`src/rtl/unrank_ctrl.sv`:
```
// unrank_ctrl: sequencer for the unrank threshold table.
// Takes a rank and walks rows 0..ROWS-1. For each row it drives the running
// remainder onto the row comparators and turns the returned gt vector into a
// digit. It then reads back the selected cell value, subtracts it from the
// remainder, and streams the digit out under a valid/ready handshake.
//
// Ports:
//   clk, rst               clock, asynchronous active-high reset
//   in_valid/in_ready      rank handshake, in_rank = rank to unrank
//   tbl_row/tbl_num        row select and remainder driven to the table
//   tbl_gt                 per-cell (cell > tbl_num) from the table
//   tbl_col/tbl_val        column select and cell value readback
//   dig_valid/dig_ready    digit handshake, dig_data = digit, dig_last = final row
//   done                   one-cycle pulse in the first IDLE cycle after the last digit
//   err                    sticky table-consistency flag
//
// Build option: define UNRANK_CTRL_CHECK_EN to enable the table consistency
// checks that drive err. Without it err is tied to 0.
//
// state | meaning
// IDLE  | waiting for a rank, in_ready high
// CMP   | row comparators evaluate the remainder, digit captured
// SUB   | selected cell value read back and subtracted (saturating)
// OUT   | digit offered to the consumer
module unrank_ctrl #(
  parameter int NUM_WIDTH  = 10,
  parameter int CELL_WIDTH = 10,
  parameter int ROWS       = 4,
  parameter int COLS       = 4,
  localparam int RW = (ROWS > 1) ? $clog2(ROWS) : 1,
  localparam int CW = (COLS > 1) ? $clog2(COLS) : 1
) (
  input  logic                  clk,
  input  logic                  rst,
  input  logic                  in_valid,
  output logic                  in_ready,
  input  logic [NUM_WIDTH-1:0]  in_rank,
  output logic [RW-1:0]         tbl_row,
  output logic [NUM_WIDTH-1:0]  tbl_num,
  input  logic [COLS-1:0]       tbl_gt,
  output logic [CW-1:0]         tbl_col,
  input  logic [CELL_WIDTH-1:0] tbl_val,
  output logic                  dig_valid,
  input  logic                  dig_ready,
  output logic [CW-1:0]         dig_data,
  output logic                  dig_last,
  output logic                  done,
  output logic                  err
);

  localparam int MW = (NUM_WIDTH > CELL_WIDTH) ? NUM_WIDTH : CELL_WIDTH;
  localparam int ZW = $clog2(COLS + 1);
  localparam logic [RW-1:0] LAST_ROW = RW'(ROWS - 1);

  typedef enum logic [1:0] {IDLE, CMP, SUB, OUT} state_t;

  state_t               state, state_nx;
  logic [NUM_WIDTH-1:0] rem;
  logic [RW-1:0]        row;
  logic [CW-1:0]        digit;
  logic                 done_q;
  logic                 last;
  logic [ZW-1:0]        zcnt;
  logic [CW-1:0]        digit_cmp;
  logic [MW-1:0]        rem_x, val_x, diff_x;
  logic                 sub_under;
  logic [NUM_WIDTH-1:0] rem_sub;

  assign last = (row == LAST_ROW);

  // Cells at or below the remainder report gt=0; with cumulative thresholds
  // the zero count minus one is the largest column that still fits.
  always_comb begin
    zcnt = '0;
    for (int c = 0; c < COLS; c++)
      if (!tbl_gt[c]) zcnt = zcnt + ZW'(1);
    digit_cmp = (zcnt == '0) ? '0 : CW'(zcnt - ZW'(1));
  end

  // Subtract in the wider of the two widths so neither operand is truncated
  // before the compare; an oversized cell saturates the remainder at zero.
  always_comb begin
    rem_x     = MW'(rem);
    val_x     = MW'(tbl_val);
    diff_x    = rem_x - val_x;
    sub_under = (val_x > rem_x);
    rem_sub   = sub_under ? '0 : NUM_WIDTH'(diff_x);
  end

  always_comb begin
    state_nx  = state;
    in_ready  = 1'b0;
    tbl_row   = '0;
    tbl_num   = '0;
    tbl_col   = '0;
    dig_valid = 1'b0;
    dig_data  = '0;
    dig_last  = 1'b0;
    case (state)
      IDLE: begin
        in_ready = 1'b1;
        if (in_valid) state_nx = CMP;
      end
      CMP: begin
        tbl_row  = row;
        tbl_num  = rem;
        state_nx = SUB;
      end
      SUB: begin
        tbl_row  = row;
        tbl_num  = rem;
        tbl_col  = digit;
        state_nx = OUT;
      end
      OUT: begin
        dig_valid = 1'b1;
        dig_data  = digit;
        dig_last  = last;
        if (dig_ready) state_nx = last ? IDLE : CMP;
      end
      default: state_nx = IDLE;
    endcase
  end

  always_ff @(posedge clk or posedge rst) begin
    if (rst) begin
      state  <= IDLE;
      rem    <= '0;
      row    <= '0;
      digit  <= '0;
      done_q <= 1'b0;
    end else begin
      state  <= state_nx;
      done_q <= (state == OUT) && dig_ready && last;
      case (state)
        IDLE: if (in_valid) begin
          rem <= in_rank;
          row <= '0;
        end
        CMP: digit <= digit_cmp;
        SUB: rem <= rem_sub;
        OUT: if (dig_ready && !last) row <= row + RW'(1);
        default: ;
      endcase
    end
  end

  assign done = done_q;

`ifdef UNRANK_CTRL_CHECK_EN
  logic err_q;
  logic thermo_bad;

  // A 1 followed by a 0 in the next-higher column means the row is not monotonic.
  always_comb begin
    thermo_bad = 1'b0;
    for (int c = 0; c < COLS - 1; c++)
      if (tbl_gt[c] && !tbl_gt[c+1]) thermo_bad = 1'b1;
  end

  always_ff @(posedge clk or posedge rst) begin
    if (rst)
      err_q <= 1'b0;
    else if (state == IDLE && in_valid)
      err_q <= 1'b0;
    else if (state == CMP && (thermo_bad || tbl_gt[0]))
      err_q <= 1'b1;
    else if (state == SUB && (sub_under || (last && rem_sub != '0)))
      err_q <= 1'b1;
  end

  assign err = err_q;
`else
  assign err = 1'b0;
`endif

endmodule
```
`config.mk`:
```
export PLATFORM = sky130hd
export DESIGN_NAME = unrank_ctrl
export DESIGN_NICKNAME = d
export VERILOG_FILES = /design/src/rtl/unrank_ctrl.sv
export SDC_FILE = /design/constraint.sdc
export NUM_CORES = 1
export LEC_CHECK = 0
export ABC_AREA = 1
export BUFFER_PORTS_ARGS = -buffer_cell sky130_fd_sc_hd__buf_2
export CORE_MARGIN = 2
export CORE_UTILIZATION = 35
export DETAILED_ROUTE_END_ITERATION = 6
export RECOVER_POWER = 50
export SLEW_MARGIN = 25
export SYNTH_ARGS = -nofsm -noshare
export SYNTH_HDL_FRONTEND = slang
export SYNTH_SLANG_ARGS = --single-unit
```
`constraint.sdc`:
```
create_clock -name clk -period 2 [get_ports clk]
set_clock_uncertainty 0.1 [all_clocks]
set_input_delay 0 -clock clk [delete_from_list [all_inputs] [get_ports clk]]
set_output_delay 0 -clock clk [all_outputs]
set_load 0.02 [all_outputs]
```
==> results of run 1 <==
## placed cells by master, fill, tap and decap left out, types with 3 or more instances in the layout
cell type and instances:
clkbuf_8 3, nor2_1 28, nand2_1 74, ha_1 18, a21oi_1 24, buf_2 39
o21ai_1 4, inv_1 64, clkbuf_1 9, dlygate4sd3_1 12, nand3_1 9, xor2_1 5
dfrtp_1 17, o21ai_0 7
## flip-flops by register name (all words and copies together) (netlist names)
name   cells
row        2
done       1
digit      2
state      2
rem       10
## per-layer routing
| metal | share of wire, % | track usage (%) | routed length, microns | up-vias |
|---|---|---|---|---|
| met3 | 4.0 | 2.332 | 158 | 5 |
| li1 | - | - | - | 939 |
| met4 | 1.3 | 5.051 | 53 | 0 |
| met2 | 47 | 27.48 | 1887 | 39 |
| met5 | 0 | 0 | 0 | - |
| met1 | 47 | 19.35 | 1882 | 780 |
## worst max-delay path: cells and delay by family (launching register included)
family / cells / cell delay (ps)
adders and majority gates: 2 / 620
DFF: 1 / 360
buffers and inverters: 1 / 50
AOI/OAI and AO/OA: 2 / 240
and+or+nand+nor: 5 / 390
## through the flow
stage / worst slack, ps / hold WS (ps)
after global placement: 211.4 / 40.10
after floorplan: 295.6 / -173.9
after CTS: 138.7 / 14.91
after global routing: 43.27 / 51.01
final: 156.8 / 16.66
after detailed placement: 143.6 / 58.77
## power by group through the flow
stage | logic (mW) | registers [mW] | clock network [mW]
floorplan | 1.89 | 0.625 | 0
global placement | 2.51 | 0.667 | 0
detailed placement | 2.52 | 0.668 | 0
CTS | 2.55 | 0.661 | 0.281
global route | 2.86 | 0.690 | 0.286
finish | 2.50 | 0.662 | 0.267
## cell type report
class	count	area, sq um
flip-flops and latches	17	425.4
inverters	67	256.5
fillers	519	2549
multi-input cells	183	988.4
well taps	54	67.56
repair buffers	61	360.3
clock buffers	4	45.04
## final timing paths
path | start | end | depth (start not counted)
setup / recovery | rem[0] | rem[8] | 10
hold / removal | tbl_val[0] | rem[0] | 5
setup reg to reg | rem[0] | rem[8] | 10
hold reg to reg | row[0] | row[0] | 1
max in group asynchronous | rst | row[0] | 3
min in group asynchronous | rst | done | 3
## kinds of logic after synthesis
kind of cell / Yosys count
AOI/OAI and AO/OA: 38
xor gates and xnor gates: 7
adders and majority gates: 19
buffers and inverters: 71
DFF: 17
muxes: 1
other: 1
and+or+nand+nor: 117
## Yosys cell counts
cell,count,share of area (%)
a21boi_1,1,0.44
xor2_1,5,2.6
fa_1,1,1.2
a21oi_1,24,7.1
o21ai_1,4,1.2
inv_1,64,14
mux2i_1,1,0.59
o21a_1,2,0.89
buf_2,1,0.30
nand4_1,2,0.74
nand2_1,74,16
inv_2,2,0.44
nand2_2,1,0.37
nand3_1,9,2.7
conb_1,1,0.22
nand3b_1,1,0.44
buf_4,1,0.44
nand3_2,1,0.59
xnor2_1,2,1.0
nor2_1,28,6.2
clkbuf_1,2,0.44
nor2_2,1,0.37
clkinv_4,1,0.52
o21ai_0,7,2.1
ha_1,18,13
dfrtp_1,17,25
## what timing repair did
| action | CTS | global route |
|---|---|---|
| hold endpoints to repair | 28 | 0 |
| hold buffers | 12 | 0 |
| gates resized for setup | 0 | 0 |
==> results.cfg, run 1 <==
[synthesis]
yosysUniqueCellTypes = 26
synth_top_family_by_area = simple AND/OR/NAND/NOR gates
synth.avg_cell_area_sq_um = 6.238
synth-compound-area-share_pct = 11.70
synth_warnings = 0
synth_fa_ha_area_share_pct = 14.51
synth_nets = 318
synth_area_sq_mm = 0.001690
synth-simple-area-share_pct = 27.83
synthMuxAreaShare_pct = 0.5922
ys_ff_latch = 17
synth_xor_area_share_pct = 3.627
ys_seq_area_share_pct = 25.17
syn_inst = 271

[clock_network]
cts.sinks = 17
clk_latency_ps = 260
cts_buffers = 3
cts_root_buf = clkbuf_8
cts_buffer_depth = 2
cts-htree-levels = 1
cts_tree = yes
clkTransAtPathRegs_ps = 70
cts_setup_buffers = 0

[critical_path]
crit_required_ps = 2080
critPathArrivalTime_ps = 1930
slowest_stage = fa_1
cp-start-kind = flip-flop
end_kind = flip-flop
critical_path.cell_chain = inv_1 > ha_1 > fa_1 > nor2_1 > o21ai_0 > nand2_1 > nand2_1 > nand2_1 > nand2_1 > a21oi_1
crit_path_max_incr_delay_ps = 420
worstPathMaxFanout = 3
cp_common_cell = nand2_1
critPathKind = flip-flop to flip-flop
r2r_slack_ps = 160

[routing]
wl_mm = 3.981
first_iter_violations = 37
drc_errors = 0
ant_nets = 0
drt-pass1-iter-count = 4
wl_per_cell_microns = 10.31
num_vias = 1763
via_per_inst = 4.567

[grt]
grt_first_pass_wirelength_mm = 6.651
grt_max_degree = 18
grt.total_usage_pct = 15.59
antenna_found_initial = 0
grt_overflow_total = 0
grt_pass1_vias = 1625

[placed_design]
gp_congestion = 0.8876
portBuffers = 47
dp_hpwl_mm = 3.269
dp_cells = 370
placed_area_sq_mm = 0.001988

[floorplan]
die_h_microns = 73.50
ios = 49
die_w_microns = 73.50
rows = 25
coreArea_sq_mm = 0.004692
start_util_pct = 36.03
die-area_sq_mm = 0.005402

[power]
p_comb_share_pct = 72.9
total_power_mw = 3.433
p_int_mw = 1.553
ir_drop_uv = 774.0
pwr-share-seq_pct = 19.3
p_leak_nw = 1.320
power_density_mw_per_mm2 = 1602
switching_share_pct = 54.75
power_frac_clock_pct = 7.8
p_switching_mw = 1.880

[sta]
hold_violations = 0
fin_crit_ps = 1843
slew_viol_final = 0
setup_tns_ps = 0
worst_slew_pin_slew_ps = 701.5
fmax_mhz = 542.5
slew_headroom_pct = 53.18
rsz0062_at_grt = false
timing.final.crit_share_pct = 92.16
final-setup-viol-count = 0

[run]
maxCapViolCount = 0

[outcome]
status = finished clean

[layout]
fin_area_sq_mm = 0.002143
area_growth_pct = 26.80
drive_gt1_share_pct = 15.06
nNetsFinal = 380
fin_util_pct = 45.68
final_cells = 386
antenna_cells = 0

[hold_path]
hp-class = input pin to flip-flop
Note: power is estimated with default switching activity, not from simulation.
==> run 2, diff against run 1 <==
--- a/config.mk
+++ b/config.mk
@@ -5,11 +5,11 @@
 export SDC_FILE = /design/constraint.sdc
 export NUM_CORES = 1
 export LEC_CHECK = 0
-export ABC_AREA = 1
 export BUFFER_PORTS_ARGS = -buffer_cell sky130_fd_sc_hd__buf_2
 export CORE_MARGIN = 2
 export CORE_UTILIZATION = 35
 export DETAILED_ROUTE_END_ITERATION = 6
+export PLACE_DENSITY = 0.62
 export RECOVER_POWER = 50
 export SLEW_MARGIN = 25
 export SYNTH_ARGS = -nofsm -noshare
==> constraint.sdc (replaced) <==
create_clock -name clk -period 1.9 [get_ports clk]
set_clock_uncertainty 0.1 [all_clocks]
set_input_delay 0 -clock clk [delete_from_list [all_inputs] [get_ports clk]]
set_output_delay 0 -clock clk [all_outputs]
set_load 0.02 [all_outputs]
==> run 2 against run 1 <==
Effect of this change:
- the run now ends with negative setup slack left
- register-to-register slack lost 210 ps
- fmax shrank 5.7%
- area after synthesis shrank 7.5%
- critical path depth shrank 3
- clock power grew 11%
- worst setup slack lost 210 ps
- die area shrank 7.1%
- routed wire length shrank 2.9%
- largest cell class unchanged
==> results.cfg, run 2 <==
[grt]
grt_max_degree = 18
grt_overflow_total = 0
grt_pass1_vias = 1396
grt_first_pass_wirelength_mm = 6.265
antenna_found_initial = 0
grt.total_usage_pct = 15.58

[synthesis]
synth_area_leaders = dfrtp_1 (27%), ha_1 (14%), and2_1 (6.8%), a21oi_1 (6.4%), inv_1 (4.8%)
synth_async_sr_flop_share_pct = 100.0
ys_ff_latch = 17
syn_inst = 192
ys.flop_type = dfrtp_1
yosysUniqueCellTypes = 41
synth_nets = 239
synth.avg_cell_area_sq_um = 8.139
yosysTopAreaCell = dfrtp_1
synth_edf_count = 0
yosysTopAreaCellShare_pct = 27.22
synth_warnings = 0
ys_seq_area_share_pct = 27.22
synth_area_sq_mm = 0.001563
synth_common_cells = a21oi_1 (20), inv_1 (20), ha_1 (18)

[critical_path]
end_kind = flip-flop
crit_path_max_incr_delay_ps = 420
cp-start-kind = flip-flop
r2r_slack_ps = -50
r2r-end = rem[0]
critPathArrivalTime_ps = 2000
crit_required_ps = 1950
worstPathMaxFanout = 9
r2r_cells = 7
critPathKind = flip-flop to flip-flop
critical_path.cell_chain = ha_4 > or2_2 > o211a_1 > o21ai_1 > nand2b_4 > a221oi_2 > a21oi_1
slowest_stage = dfrtp_1
r2r-start = rem[3]

[clock_network]
clk_latency_ps = 260
cts_setup_buffers = 0
cts-htree-levels = 1
cts_tree = yes
cts_buffers = 3
clkTransAtPathRegs_ps = 80
cts_root_buf = clkbuf_8
cts.sinks = 17
cts_buffer_depth = 2

[sta]
timing.final.crit_share_pct = 102.9
fmax_mhz = 511.7
slew_viol_final = 0
worst_slew_pin_slew_ps = 725.4
slew_headroom_pct = 51.59
rsz0062_at_grt = true
hold_violations = 0
final-setup-viol-count = 2
fin_crit_ps = 1954
worst_slack_ps = -54.33

[floorplan]
start_util_pct = 36.14
die_h_microns = 70.82
rows = 24
die_w_microns = 70.82
die-area_sq_mm = 0.005015
ios = 49
coreArea_sq_mm = 0.004324

[power]
p_leak_nw = 1.133
power_density_mw_per_mm2 = 1698
total_power_mw = 3.765
ir_drop_uv = 670.9

[placed_design]
gp_congestion = 0.8079
portBuffers = 47
dp_cells = 305
dp_hpwl_mm = 2.881

[routing]
drc_errors = 0
first_iter_violations = 55
drt-pass1-iter-count = 4
wl_per_cell_microns = 12.08
num_vias = 1511
wl_mm = 3.867
ant_nets = 0
via_per_inst = 4.722

[outcome]
violations = negative setup slack
status = finished, violations left

[layout]
final_cell_mix = buf_2 (43), inv_1 (19), buf_4 (19)
fill_cells = 445
area_growth_pct = 41.87
final_common_cell = buf_2
final_cells = 320
drive_gt1_share_pct = 32.46
antenna_cells = 0
largest_reg_flops = 10
nNetsFinal = 316
largest-register = rem

[hold_path]
min_path_cells = 5
min_from = in_rank[7]
hold_end = rem[7]
hp-class = input pin to flip-flop

[run]
maxCapViolCount = 0
[run 2: cell count changes after synthesis, sizes merged, moves of 6 or more]
cell   before  now
and2        0   17
inv        66   21
nand2      75   14
nand3      10    2
nor2       29   11
xnor2       2    8
[run 2: cells by family (layout without fill, tap and decap cells)]
group / count (synthesis) / in the layout / synth area share (%)
simple gates: 62 / 62 / 21.22
other cells: 1 / 1 / 0.2400
compound gates: 51 / 51 / 19.62
fa+ha+maj: 19 / 19 / 15.69
mux: 6 / 6 / 4.003
flops: 17 / 17 / 27.22
buf+inv: 27 / 103 / 6.965
xor+xnor: 9 / 9 / 5.044
[run 2: critical path, delay by kind of cell (launching register included)]
| kind | cells | cell delay [ps] |
|---|---|---|
| DFF | 1 | 420 |
| adders and majority gates | 1 | 240 |
| and+or+nand+nor | 2 | 430 |
| AOI/OAI and AO/OA | 4 | 650 |
[run 2: metal layers]
layer  global-route usage (%)  vias to the layer above  routed length (microns)
met2                    24.40                       29                     1724
met5                        0                        -                        0
met1                    22.14                      675                     1966
met4                    5.660                        0                       56
met3                    1.852                        4                      120
li1                         -                      803                        -
[run 2: report_power, final]
| group | internal, mW | switching [mW] |
|---|---|---|
| clock | 0.148 | 0.148 |
| combinational | 1.29 | 1.53 |
| sequential | 0.536 | 0.122 |
[run 2: worst max-delay path by stage]
stage	start	endpoint	slack, ps
5_1_grt	rem[0]	rem[6]	-140
4_1_cts	rem[3]	rem[0]	-60
2_1_floorplan	rem[0]	rem[0]	30
3_5_place_dp	rem[0]	rem[8]	-220
6_report	rem[3]	rem[0]	-50
3_3_place_gp	rem[0]	rem[8]	-150
[run 2: timing repair]
action / in CTS / in global routing
endpoints found under the hold margin: 27 / 0
gates resized for setup: 7 / 10
pin swaps: 1 / 0
hold buffers: 11 / 0
setup endpoints to repair: 10 / 10
gates cloned: 0 / 0
[run 2: area by class of cell]
class	instances	area [sq um]	area share [%]
multi-input cells	148	1112	50.17
repair buffers	78	486.7	21.95
flip-flops and latches	17	425.4	19.19
inverters	21	78.83	3.555
well taps	52	65.06	2.935
clock buffers	3	41.29	1.862
clock inverters	1	7.507	0.3386
[run 2: metrics by stage]
stage                     hold slack, ps  setup TNS [ps]  worst slack (ps)  cell area, sq um  util (%)
after floorplan                   -173.9               0             34.48              1590         -
after global placement             50.80           -1103            -150.7              2011     46.50
after detailed placement           55.78           -1769            -221.3              2011     46.50
after CTS                          65.11          -231.6            -57.89              2191     50.67
after global routing               106.8          -870.7            -138.2              2217     51.27
final                              56.66          -74.81            -54.33              2217     51.27
